**config.mk**
```make
export PLATFORM = sky130hd
export DESIGN_NAME = inst_encoder_flat
export DESIGN_NICKNAME = d
export VERILOG_FILES = /design/src/rtl/inst_encoder_pkg.sv /design/src/rtl/inst_encoder_if.sv /design/src/rtl/inst_encoder_imm_pack.sv /design/src/rtl/inst_encoder.sv /design/src/flat_wrapper.sv
export SDC_FILE = /design/constraint.sdc
export NUM_CORES = 1
export LEC_CHECK = 0
export ABC_AREA = 0
export CORE_UTILIZATION = 54
export CTS_CLUSTER_SIZE = 12
export DETAILED_ROUTE_END_ITERATION = 16
export PLACE_DENSITY = 0.8
export SYNTH_ARGS = -nofsm -noshare
export SYNTH_HDL_FRONTEND = slang
export SYNTH_HIERARCHICAL = 1
export SYNTH_SLANG_ARGS = --single-unit
export TNS_END_PERCENT = 10
```
**constraint.sdc**
```tcl
create_clock -name i_clk -period 2.75 [get_ports i_clk]
set_input_delay 0.6875 -clock i_clk [delete_from_list [all_inputs] [get_ports i_clk]]
set_output_delay 0.6875 -clock i_clk [all_outputs]
set_load 0.02 [all_outputs]
```
**src/rtl/inst_encoder_pkg.sv**
```systemverilog
// Shared definitions for the RISC-V instruction encoder: immediate-format
// selectors, common opcodes, the buffered entry type and the range helper.
package inst_encoder_pkg;

    localparam logic [1:0] IMM_I = 2'b00;
    localparam logic [1:0] IMM_S = 2'b01;
    localparam logic [1:0] IMM_B = 2'b10;

    localparam logic [6:0] OP_IMM    = 7'h13;
    localparam logic [6:0] OP_LOAD   = 7'h03;
    localparam logic [6:0] OP_STORE  = 7'h23;
    localparam logic [6:0] OP_BRANCH = 7'h63;

    localparam int ENC_NBW = 32;

    typedef struct packed {
        logic [ENC_NBW-1:0] inst;
        logic [ENC_NBW-1:0] addr;
        logic               err;
    } enc_entry_t;

    // True when bits [31:lsb] of v are all ones or all zeros, i.e. v is a
    // sign-extension of its low lsb+1 bits.
    function automatic logic upper_uniform(input logic [31:0] v, input logic [4:0] lsb);
        logic [31:0] mask;
        mask = 32'hFFFF_FFFF << lsb;
        return ((v & mask) == mask) || ((v & mask) == 32'h0000_0000);
    endfunction

endpackage

```
**src/rtl/inst_encoder_if.sv**
```systemverilog
// Request/response bundle of the instruction encoder; names are from the
// encoder's point of view (i_* into the encoder, o_* out of it).
interface inst_encoder_if #(
    parameter int NBW_INST     = 32,
    parameter int NBW_REGISTER = 32
);
    logic                    i_valid;
    logic                    o_ready;
    logic [1:0]              i_immSrc;
    logic [6:0]              i_opcode;
    logic [4:0]              i_rd;
    logic [2:0]              i_funct3;
    logic [4:0]              i_rs1;
    logic [4:0]              i_rs2;
    logic [NBW_REGISTER-1:0] i_imm;
    logic                    o_valid;
    logic                    i_ready;
    logic [NBW_INST-1:0]     o_inst;
    logic [NBW_REGISTER-1:0] o_addr;
    logic                    o_err;
    logic                    o_err_sticky;

    modport master (
        output i_valid, i_immSrc, i_opcode, i_rd, i_funct3, i_rs1, i_rs2, i_imm, i_ready,
        input  o_ready, o_valid, o_inst, o_addr, o_err, o_err_sticky
    );

    modport slave (
        input  i_valid, i_immSrc, i_opcode, i_rd, i_funct3, i_rs1, i_rs2, i_imm, i_ready,
        output o_ready, o_valid, o_inst, o_addr, o_err, o_err_sticky
    );
endinterface

```
**src/rtl/inst_encoder_imm_pack.sv**
```systemverilog
// Scatters a 32-bit signed immediate into its I/S/B instruction bit positions
// and reports whether the value is representable in that format.
module inst_encoder_imm_pack
    import inst_encoder_pkg::*;
(
    input  logic [1:0]  i_immSrc,
    input  logic [31:0] i_imm,
    output logic [31:0] o_imm_field,
    output logic        o_range_ok,
    output logic        o_has_rd
);

    // Format-dependent scatter and range check; 2'b11 falls back to I.
    always_comb begin
        o_imm_field = {i_imm[11:0], 20'b0};
        o_range_ok  = upper_uniform(i_imm, 5'd11);
        o_has_rd    = 1'b1;
        case (i_immSrc)
            IMM_S: begin
                o_imm_field = {i_imm[11:5], 13'b0, i_imm[4:0], 7'b0};
                o_range_ok  = upper_uniform(i_imm, 5'd11);
                o_has_rd    = 1'b0;
            end
            IMM_B: begin
                o_imm_field = {i_imm[12], i_imm[10:5], 13'b0, i_imm[4:1], i_imm[11], 7'b0};
                o_range_ok  = upper_uniform(i_imm, 5'd12) & ~i_imm[0];
                o_has_rd    = 1'b0;
            end
            default: begin
                o_imm_field = {i_imm[11:0], 20'b0};
                o_range_ok  = upper_uniform(i_imm, 5'd11);
                o_has_rd    = 1'b1;
            end
        endcase
    end

endmodule

```
**src/rtl/inst_encoder.sv**
```systemverilog
// Packs register fields plus immediate into RISC-V words and streams them,
// with their IMEM byte address, through a 2-entry skid buffer.
module inst_encoder
    import inst_encoder_pkg::*;
#(
    parameter int                      NBW_INST     = 32,
    parameter int                      NBW_REGISTER = 32,
    parameter logic [NBW_REGISTER-1:0] BASE_ADDR    = {NBW_REGISTER{1'b0}}
) (
    input  logic          i_clk,
    input  logic          i_rst_n,
    input  logic          i_clear,
    inst_encoder_if.slave bus
);

    localparam logic [NBW_REGISTER-1:0] ADDR_STEP = {{(NBW_REGISTER-3){1'b0}}, 3'd4};

    enc_entry_t              head_r, skid_r, head_n_s, skid_n_s, new_s;
    logic                    head_valid_r, skid_valid_r, head_valid_n_s, skid_valid_n_s;
    logic                    ready_r, sticky_r;
    logic [NBW_REGISTER-1:0] next_addr_r;
    logic [31:0]             imm_field_s;
    logic                    range_ok_s, has_rd_s, accept_s, xfer_s;

    inst_encoder_imm_pack u_imm_pack (
        .i_immSrc    (bus.i_immSrc),
        .i_imm       (bus.i_imm),
        .o_imm_field (imm_field_s),
        .o_range_ok  (range_ok_s),
        .o_has_rd    (has_rd_s)
    );

    assign accept_s = bus.i_valid & ready_r;
    assign xfer_s   = head_valid_r & bus.i_ready;

    // Word under construction: rd slot for I-type, rs2 slot for S/B-type.
    always_comb begin
        if (has_rd_s) begin
            new_s.inst = imm_field_s | {7'b0, 5'b0, bus.i_rs1, bus.i_funct3, bus.i_rd, bus.i_opcode};
        end else begin
            new_s.inst = imm_field_s | {7'b0, bus.i_rs2, bus.i_rs1, bus.i_funct3, 5'b0, bus.i_opcode};
        end
        new_s.addr = next_addr_r;
        new_s.err  = ~range_ok_s;
    end

    // Skid buffer next state; head is always the oldest entry and drives the outputs.
    always_comb begin
        head_n_s       = head_r;
        skid_n_s       = skid_r;
        head_valid_n_s = head_valid_r;
        skid_valid_n_s = skid_valid_r;
        case ({head_valid_r, skid_valid_r})
            2'b00: begin
                if (accept_s) begin
                    head_n_s       = new_s;
                    head_valid_n_s = 1'b1;
                end else begin
                    head_valid_n_s = 1'b0;
                end
            end
            2'b10: begin
                if (xfer_s && accept_s) begin
                    head_n_s = new_s;
                end else if (xfer_s) begin
                    head_valid_n_s = 1'b0;
                end else if (accept_s) begin
                    skid_n_s       = new_s;
                    skid_valid_n_s = 1'b1;
                end else begin
                    head_valid_n_s = 1'b1;
                end
            end
            2'b11: begin
                // ready_r is low when full, so no accept can coincide here
                if (xfer_s) begin
                    head_n_s       = skid_r;
                    skid_valid_n_s = 1'b0;
                end else begin
                    skid_valid_n_s = 1'b1;
                end
            end
            default: begin
                head_valid_n_s = 1'b0;
                skid_valid_n_s = 1'b0;
            end
        endcase
    end

    // Buffer, address counter and sticky error state; clear wins over any handshake.
    always_ff @(posedge i_clk or negedge i_rst_n) begin
        if (!i_rst_n) begin
            head_r       <= '{inst: 32'h0000_0000, addr: BASE_ADDR, err: 1'b0};
            skid_r       <= '{inst: 32'h0000_0000, addr: BASE_ADDR, err: 1'b0};
            head_valid_r <= 1'b0;
            skid_valid_r <= 1'b0;
            ready_r      <= 1'b1;
            sticky_r     <= 1'b0;
            next_addr_r  <= BASE_ADDR;
        end else if (i_clear) begin
            head_r       <= '{inst: 32'h0000_0000, addr: BASE_ADDR, err: 1'b0};
            skid_r       <= '{inst: 32'h0000_0000, addr: BASE_ADDR, err: 1'b0};
            head_valid_r <= 1'b0;
            skid_valid_r <= 1'b0;
            ready_r      <= 1'b1;
            sticky_r     <= 1'b0;
            next_addr_r  <= BASE_ADDR;
        end else begin
            head_r       <= head_n_s;
            skid_r       <= skid_n_s;
            head_valid_r <= head_valid_n_s;
            skid_valid_r <= skid_valid_n_s;
            ready_r      <= ~(head_valid_n_s & skid_valid_n_s);
            sticky_r     <= sticky_r | (xfer_s & head_r.err);
            next_addr_r  <= accept_s ? (next_addr_r + ADDR_STEP) : next_addr_r;
        end
    end

    assign bus.o_ready      = ready_r;
    assign bus.o_valid      = head_valid_r;
    assign bus.o_inst       = head_r.inst;
    assign bus.o_addr       = head_r.addr;
    assign bus.o_err        = head_r.err;
    assign bus.o_err_sticky = sticky_r;

endmodule

```
**src/flat_wrapper.sv**
```systemverilog
// flat-port wrapper written by rule: the top's interface ports become plain ports
module inst_encoder_flat import inst_encoder_pkg::*;
#(
    parameter int                      NBW_INST     = 32,
    parameter int                      NBW_REGISTER = 32,
    parameter logic [NBW_REGISTER-1:0] BASE_ADDR    = {NBW_REGISTER{1'b0}}
)
  (i_clk, i_rst_n, i_clear, bus_i_valid, bus_i_immSrc, bus_i_opcode, bus_i_rd, bus_i_funct3, bus_i_rs1, bus_i_rs2, bus_i_imm, bus_i_ready, bus_o_ready, bus_o_valid, bus_o_inst, bus_o_addr, bus_o_err, bus_o_err_sticky);
  inst_encoder_if #(.NBW_INST(NBW_INST), .NBW_REGISTER(NBW_REGISTER)) bus_i ();
  input  logic i_clk;
  input  logic i_rst_n;
  input  logic i_clear;
  input wire logic [$bits(bus_i.i_valid)-1:0] bus_i_valid;
  input wire logic [$bits(bus_i.i_immSrc)-1:0] bus_i_immSrc;
  input wire logic [$bits(bus_i.i_opcode)-1:0] bus_i_opcode;
  input wire logic [$bits(bus_i.i_rd)-1:0] bus_i_rd;
  input wire logic [$bits(bus_i.i_funct3)-1:0] bus_i_funct3;
  input wire logic [$bits(bus_i.i_rs1)-1:0] bus_i_rs1;
  input wire logic [$bits(bus_i.i_rs2)-1:0] bus_i_rs2;
  input wire logic [$bits(bus_i.i_imm)-1:0] bus_i_imm;
  input wire logic [$bits(bus_i.i_ready)-1:0] bus_i_ready;
  output wire logic [$bits(bus_i.o_ready)-1:0] bus_o_ready;
  output wire logic [$bits(bus_i.o_valid)-1:0] bus_o_valid;
  output wire logic [$bits(bus_i.o_inst)-1:0] bus_o_inst;
  output wire logic [$bits(bus_i.o_addr)-1:0] bus_o_addr;
  output wire logic [$bits(bus_i.o_err)-1:0] bus_o_err;
  output wire logic [$bits(bus_i.o_err_sticky)-1:0] bus_o_err_sticky;
  assign bus_i.i_valid = bus_i_valid;
  assign bus_i.i_immSrc = bus_i_immSrc;
  assign bus_i.i_opcode = bus_i_opcode;
  assign bus_i.i_rd = bus_i_rd;
  assign bus_i.i_funct3 = bus_i_funct3;
  assign bus_i.i_rs1 = bus_i_rs1;
  assign bus_i.i_rs2 = bus_i_rs2;
  assign bus_i.i_imm = bus_i_imm;
  assign bus_i.i_ready = bus_i_ready;
  assign bus_o_ready = bus_i.o_ready;
  assign bus_o_valid = bus_i.o_valid;
  assign bus_o_inst = bus_i.o_inst;
  assign bus_o_addr = bus_i.o_addr;
  assign bus_o_err = bus_i.o_err;
  assign bus_o_err_sticky = bus_i.o_err_sticky;
  inst_encoder #(.NBW_INST(NBW_INST), .NBW_REGISTER(NBW_REGISTER), .BASE_ADDR(BASE_ADDR)) u_core (.i_clk(i_clk), .i_rst_n(i_rst_n), .i_clear(i_clear), .bus(bus_i));
endmodule
```
* Word-level counts from Yosys, hierarchy flattened
Cells that the tools add are included.
** Storage, ports and cells
- Bits of input ports :: 64
- Register bits :: 166
- Word-level logic and storage cells :: 74
** Cells by class
- Add/sub/neg operators :: 1
- Reductions and logical operators :: 12
- Eq/ne operators :: 11
- Bitwise operators :: 11
- Mux-type cells :: 28
** Operator list (number)
- $mux 65 :: 8
- $pmux 65 s3 :: 1
- $mux 32 :: 3
- $logic_not 32->1 :: 2
- $pmux 32 s2 :: 1
- $add 32x3->32 const B :: 1
- $or 32x20->32 :: 1
- $or 32x25->32 :: 1
- $eq 21x21->1 const B :: 1
- $eq 20x20->1 const B :: 1
- $mux 1 :: 13
- $ne 3x2->1 const B :: 3
- $reduce_and 4->1 :: 2
- $eq 2x2->1 const B :: 3
- $pmux 1 s3 :: 2
- $and 1x1->1 :: 5
- $ne 2x2->1 const B :: 2
- $reduce_bool 2->1 :: 2
- $reduce_bool 4->1 :: 1
- $not 1->1 :: 3
- $eq 2x1->1 const B :: 1
- $logic_not 2->1 :: 1
- $logic_or 1x1->1 :: 2
- $reduce_or 2->1 :: 1
- 2 further kinds :: 2

* Longest topological paths before layout
Gate-level depths: netlist (run 1).
- Depth in word-level cells :: 10
- Mapped depth :: 9

* By module
Netlist (run 1), hierarchy kept.
** By module, submodules not included
- inst_encoder :: instances 1, cells each 817, area an instance 7417.1 µm²
- inst_encoder_imm_pack :: instances 1, cells each 61, area an instance 407.9 µm²

* Least setup slack after synthesis (run 1)
Ideal clock, no wire load.
- Path type :: input-to-reg
- From :: input bus_i_valid
- To :: register u_core.next_addr_r[16]
- Slack :: 729 ps
- Path buffers :: 1
- Stages on the path :: 5
- Data required time :: 2672 ps
- Arrival :: 1943 ps
- Library setup time :: 78 ps
- Path through :: and4_2 > nand4_1 > clkbuf_8 > or3_2 > a21oi_1
** On the way
- Cells in the longest elaborated chain, start to end :: 2
** RTL lines
- start: declaration :: line flat_wrapper.sv:13 : input wire logic [$bits(bus_i.i_valid)-1:0] bus_i_valid;
- $and 1x1->1 :: line inst_encoder.sv:33 : assign accept_s = bus.i_valid & ready_r;
- $reduce_bool 2->1 (no source line)
- end signal: assignment :: line inst_encoder.sv:115 : next_addr_r <= accept_s ? (next_addr_r + ADDR_STEP) : next_addr_r;
- end: declaration :: line inst_encoder.sv:21 : logic [NBW_REGISTER-1:0] next_addr_r;
No other way between the ends.
A chain may end at the register's enable or synchronous reset.

* Worst setup path after layout (run 1)
- From :: register u_core.head_valid_r (netlist: u_core/bus.o_valid)
- To :: output bus_o_valid
** RTL lines
- start: declaration :: line inst_encoder.sv:19 : logic head_valid_r, skid_valid_r, head_valid_n_s, skid_valid_n_s;
- start signal: assignment :: line inst_encoder.sv:111 : head_valid_r <= head_valid_n_s;
- end: declaration :: line flat_wrapper.sv:23 : output wire logic [$bits(bus_i.o_valid)-1:0] bus_o_valid;
No word-level cell between the ends.

==> impl_metrics.env, run 1 <==
export IMPL_synth_main_ff_cell="dfrtp_1"
export IMPL_grt_max_degree=67
export IMPL_seq_power_share=0.443
export IMPL_drv_slew=0
export IMPL_rsz0062_at_grt="no"
export IMPL_swShare=0.2495
export IMPL_insertion_delay_ns=0.43
export IMPL_wirelength_um=18380
export IMPL_synthTopCellsByArea="dfrtp_1 51%, nand2_1 8.3%, a21oi_1 6.1%, nor2_1 4.8%, a311oi_1 4.1%"
export IMPL_drtIter0Drc=541
export IMPL_tightest_slew_ns=0.6359
export IMPL_setup_slack_ns=0.1653
export IMPL_arrival_ns=1.90
export IMPL_place_worst_setup_slack_ns=0.1280
export IMPL_dr_pass1_iters=5
export IMPL_hold_class="primary input to async pin"
export IMPL_diodes=0
export IMPL_cp_num_buf_inv=1
export IMPL_gr_total_overflow=0
export IMPL_core_mm2=0.01399
export IMPL_drtAntennaViolNets=0
export IMPL_drive_gt1_frac=0.07497
export IMPL_path_clk_slew_ns=0.06
export IMPL_post_cts_buffers=0
export IMPL_synthToLayoutAreaGrowth_pct=26.16
export IMPL_yosys_area_top_type_share=0.5149
export IMPL_crit_slowest_cell="dfrtp_1"
export IMPL_ys_seq_area_frac=0.5182
export IMPL_dpl_hpwl_um=11610
export IMPL_powerDensity_mw_per_mm2=581.8
export IMPL_clock_skew_ns=0.009472
export IMPL_die_area_mm2=0.01498
export IMPL_crit_type="flop to output pin"
export IMPL_clockBufferDepth=2
export IMPL_root_buffer="clkbuf_16"
export IMPL_via_count=6666
export IMPL_met2_usage=0.4175
export IMPL_cp_cell_sequence="clkdlybuf4s50_1"
export IMPL_use_met3=0.07900
export IMPL_numPortBuffers=131
export IMPL_routedWlPerCell_um=15.75
export IMPL_syn_area_mm2=0.007825
export IMPL_status="finished clean"
export IMPL_start_kind="flop"
export IMPL_vdd_ir_drop_max_v=0.0004471
export IMPL_maxCapViolations=0
export IMPL_p_int_mw=4.310
export IMPL_grt_usage=0.2676
export IMPL_viasPerCell=5.712
export IMPL_power_frac_comb=0.135
export IMPL_cts_sinks=162
export IMPL_syn_avg_cell_area_um2=8.912
export IMPL_cts_tree="built"
export IMPL_p_clk_frac=0.422
export IMPL_synth_edff_count=0
export IMPL_finalSetupViolCount=0
export IMPL_yosys_area_top_type="dfrtp_1"
export IMPL_htree_num_levels=4
export IMPL_layout_common_cells="172 x nand2_1, 161 x dfrtp_1, 129 x clkdlybuf4s50_1, 100 x nor2_1, 96 x a21oi_1"
export IMPL_final_common_cell="nand2_1"
export IMPL_start_util=0.5594
export IMPL_synth_ff_latch_count=162
export IMPL_grt_pass1_wl_um=31240
export IMPL_cts_hold_buf=0
export IMPL_total_power_mw=5.743
export IMPL_finalCritPeriodShare=0.9399
export IMPL_grt_busiest_layer="met2"
export IMPL_ios=132
export IMPL_critPathTopFamily="flip-flops"
export IMPL_die_w_um=122.4
export IMPL_drc=0
export IMPL_gp_congestion=0.7775
export IMPL_post_route_min_period_ns=2.585
export IMPL_grt_pass1_vias=6358
export IMPL_power_switching_mw=1.433
export IMPL_holdWs_ns=0.2606
export IMPL_hold_violations=0
export IMPL_finalSetupTns_ns=0
export IMPL_cts_resized=0
export IMPL_grtUsageMet1=0.3588
export IMPL_die_h_um=122.4
export IMPL_cts_buffers=17
export IMPL_synth_async_reset_ratio=1.000
export IMPL_antenna_found_initial=0
export IMPL_leakage_nw=3.961
export IMPL_yosysWarningCount=6
export IMPL_syn_inst=878
export IMPL_cp_max_fo=14
export IMPL_maxSlewHeadroom=0.5761
export IMPL_worstPathRequired_ns=2.06
export IMPL_fin_util=0.7057
export IMPL_nets=1043
export IMPL_cp_slowest_stage_delay_ns=0.73
export IMPL_row_count=43
export IMPL_endpoint_kind="output pin"
export IMPL_synth_cell_types=49
export IMPL_fmax_mhz=386.9
## power groups by stage
stage                     sequential, mW  clock (mW)  combinational (mW)
final                               2.54        2.42               0.776
after global routing                2.55        2.55               0.856
after CTS                           2.55        2.45               0.784
after detailed placement            2.59           0               0.781
after global placement              2.58           0               0.769
after floorplan                     2.66           0               0.320
## sequential cells by signal, summed over array words and instances (netlist names)
name / flops
u_core/skid_valid_r: 1
u_core/skid_r: 64
u_core/next_addr_r: 30
u_core/bus.o_err: 1
u_core/bus.o_valid: 1
u_core/bus.o_inst: 32
u_core/bus.o_addr: 31
u_core/bus.o_err_sticky: 1
u_core/bus.o_ready: 1
## cell usage after synthesis, drive strengths merged, types with 2 or more instances
library cell / count
nand2: 173
nand2b: 4
o211ai: 21
or4: 12
a311oi: 37
nor2b: 2
dfrtp: 161
a211o: 5
nor2: 101
o31ai: 11
or2: 2
nand3b: 2
clkbuf: 60
and2: 10
nor3: 4
nor4: 7
mux2: 2
buf: 30
o21ai: 8
ha: 3
xnor2: 2
and4: 4
a211oi: 27
a21oi: 96
or3: 9
nand4: 15
xor2: 7
nand3: 46
inv: 10
## metal layers
metal / vias up / share of wire
li1: 3250 / -
met1: 3189 / 0.44
met2: 201 / 0.47
met3: 26 / 0.073
met4: 0 / 0.014
met5: - / 0
## through the flow
stage	area [um^2]	cells
CTS	9872	1167
floorplan	7878	892
detailed placement	9270	1137
global placement	9270	1137
global route	9872	1167
finish	9872	1167
## cell families (layout without fill, tap and decap cells)
kind of cell,after synthesis,in the layout,synth area share
multiplexers,2,2,0.002878
buffers and inverters,100,195,0.06364
AO/OA/AOI/OAI,207,207,0.1725
AND/OR/NAND/NOR,394,394,0.2274
XOR/XNOR,9,9,0.01007
adder cells (fa/ha/maj),3,3,0.004797
other,1,15,0.0004792
flip-flops,162,162,0.5182
## layout make-up
cell class / count / area [um^2]
Timing Repair Buffer: 155 / 1615
Multi-Input combinational cell: 630 / 3337
Fill cell: 1076 / 4116
Tap cell: 180 / 225.2
Clock buffer: 21 / 470.5
Inverter: 10 / 37.54
Sequential cell: 162 / 4055
Clock inverter: 9 / 131.4
## worst paths after layout
check	endpoint	slack, ns	from	depth (start not counted)
worst max-delay path	bus_o_valid	0.17	u_core/bus.o_valid	1
worst min register to register	u_core/bus.o_err_sticky	0.52	u_core/bus.o_err_sticky	2
max in group asynchronous	u_core/bus.o_ready	1.78	i_rst_n	2
min in group i_clk	u_core/bus.o_err_sticky	0.52	u_core/bus.o_err_sticky	2
worst min-delay path	u_core/bus.o_inst[29]	0.26	i_rst_n	1
worst max register to register	u_core/next_addr_r[31]	0.65	u_core/next_addr_r[18]	4
(Power assumes the default switching activity.)
==> run 2: changes to the inputs <==
Settings changed: SKIP_CTS_REPAIR_TIMING set to 1.
==> results of run 2 <==
No change in the layout: final DEF, timing and power equal those of run 1.
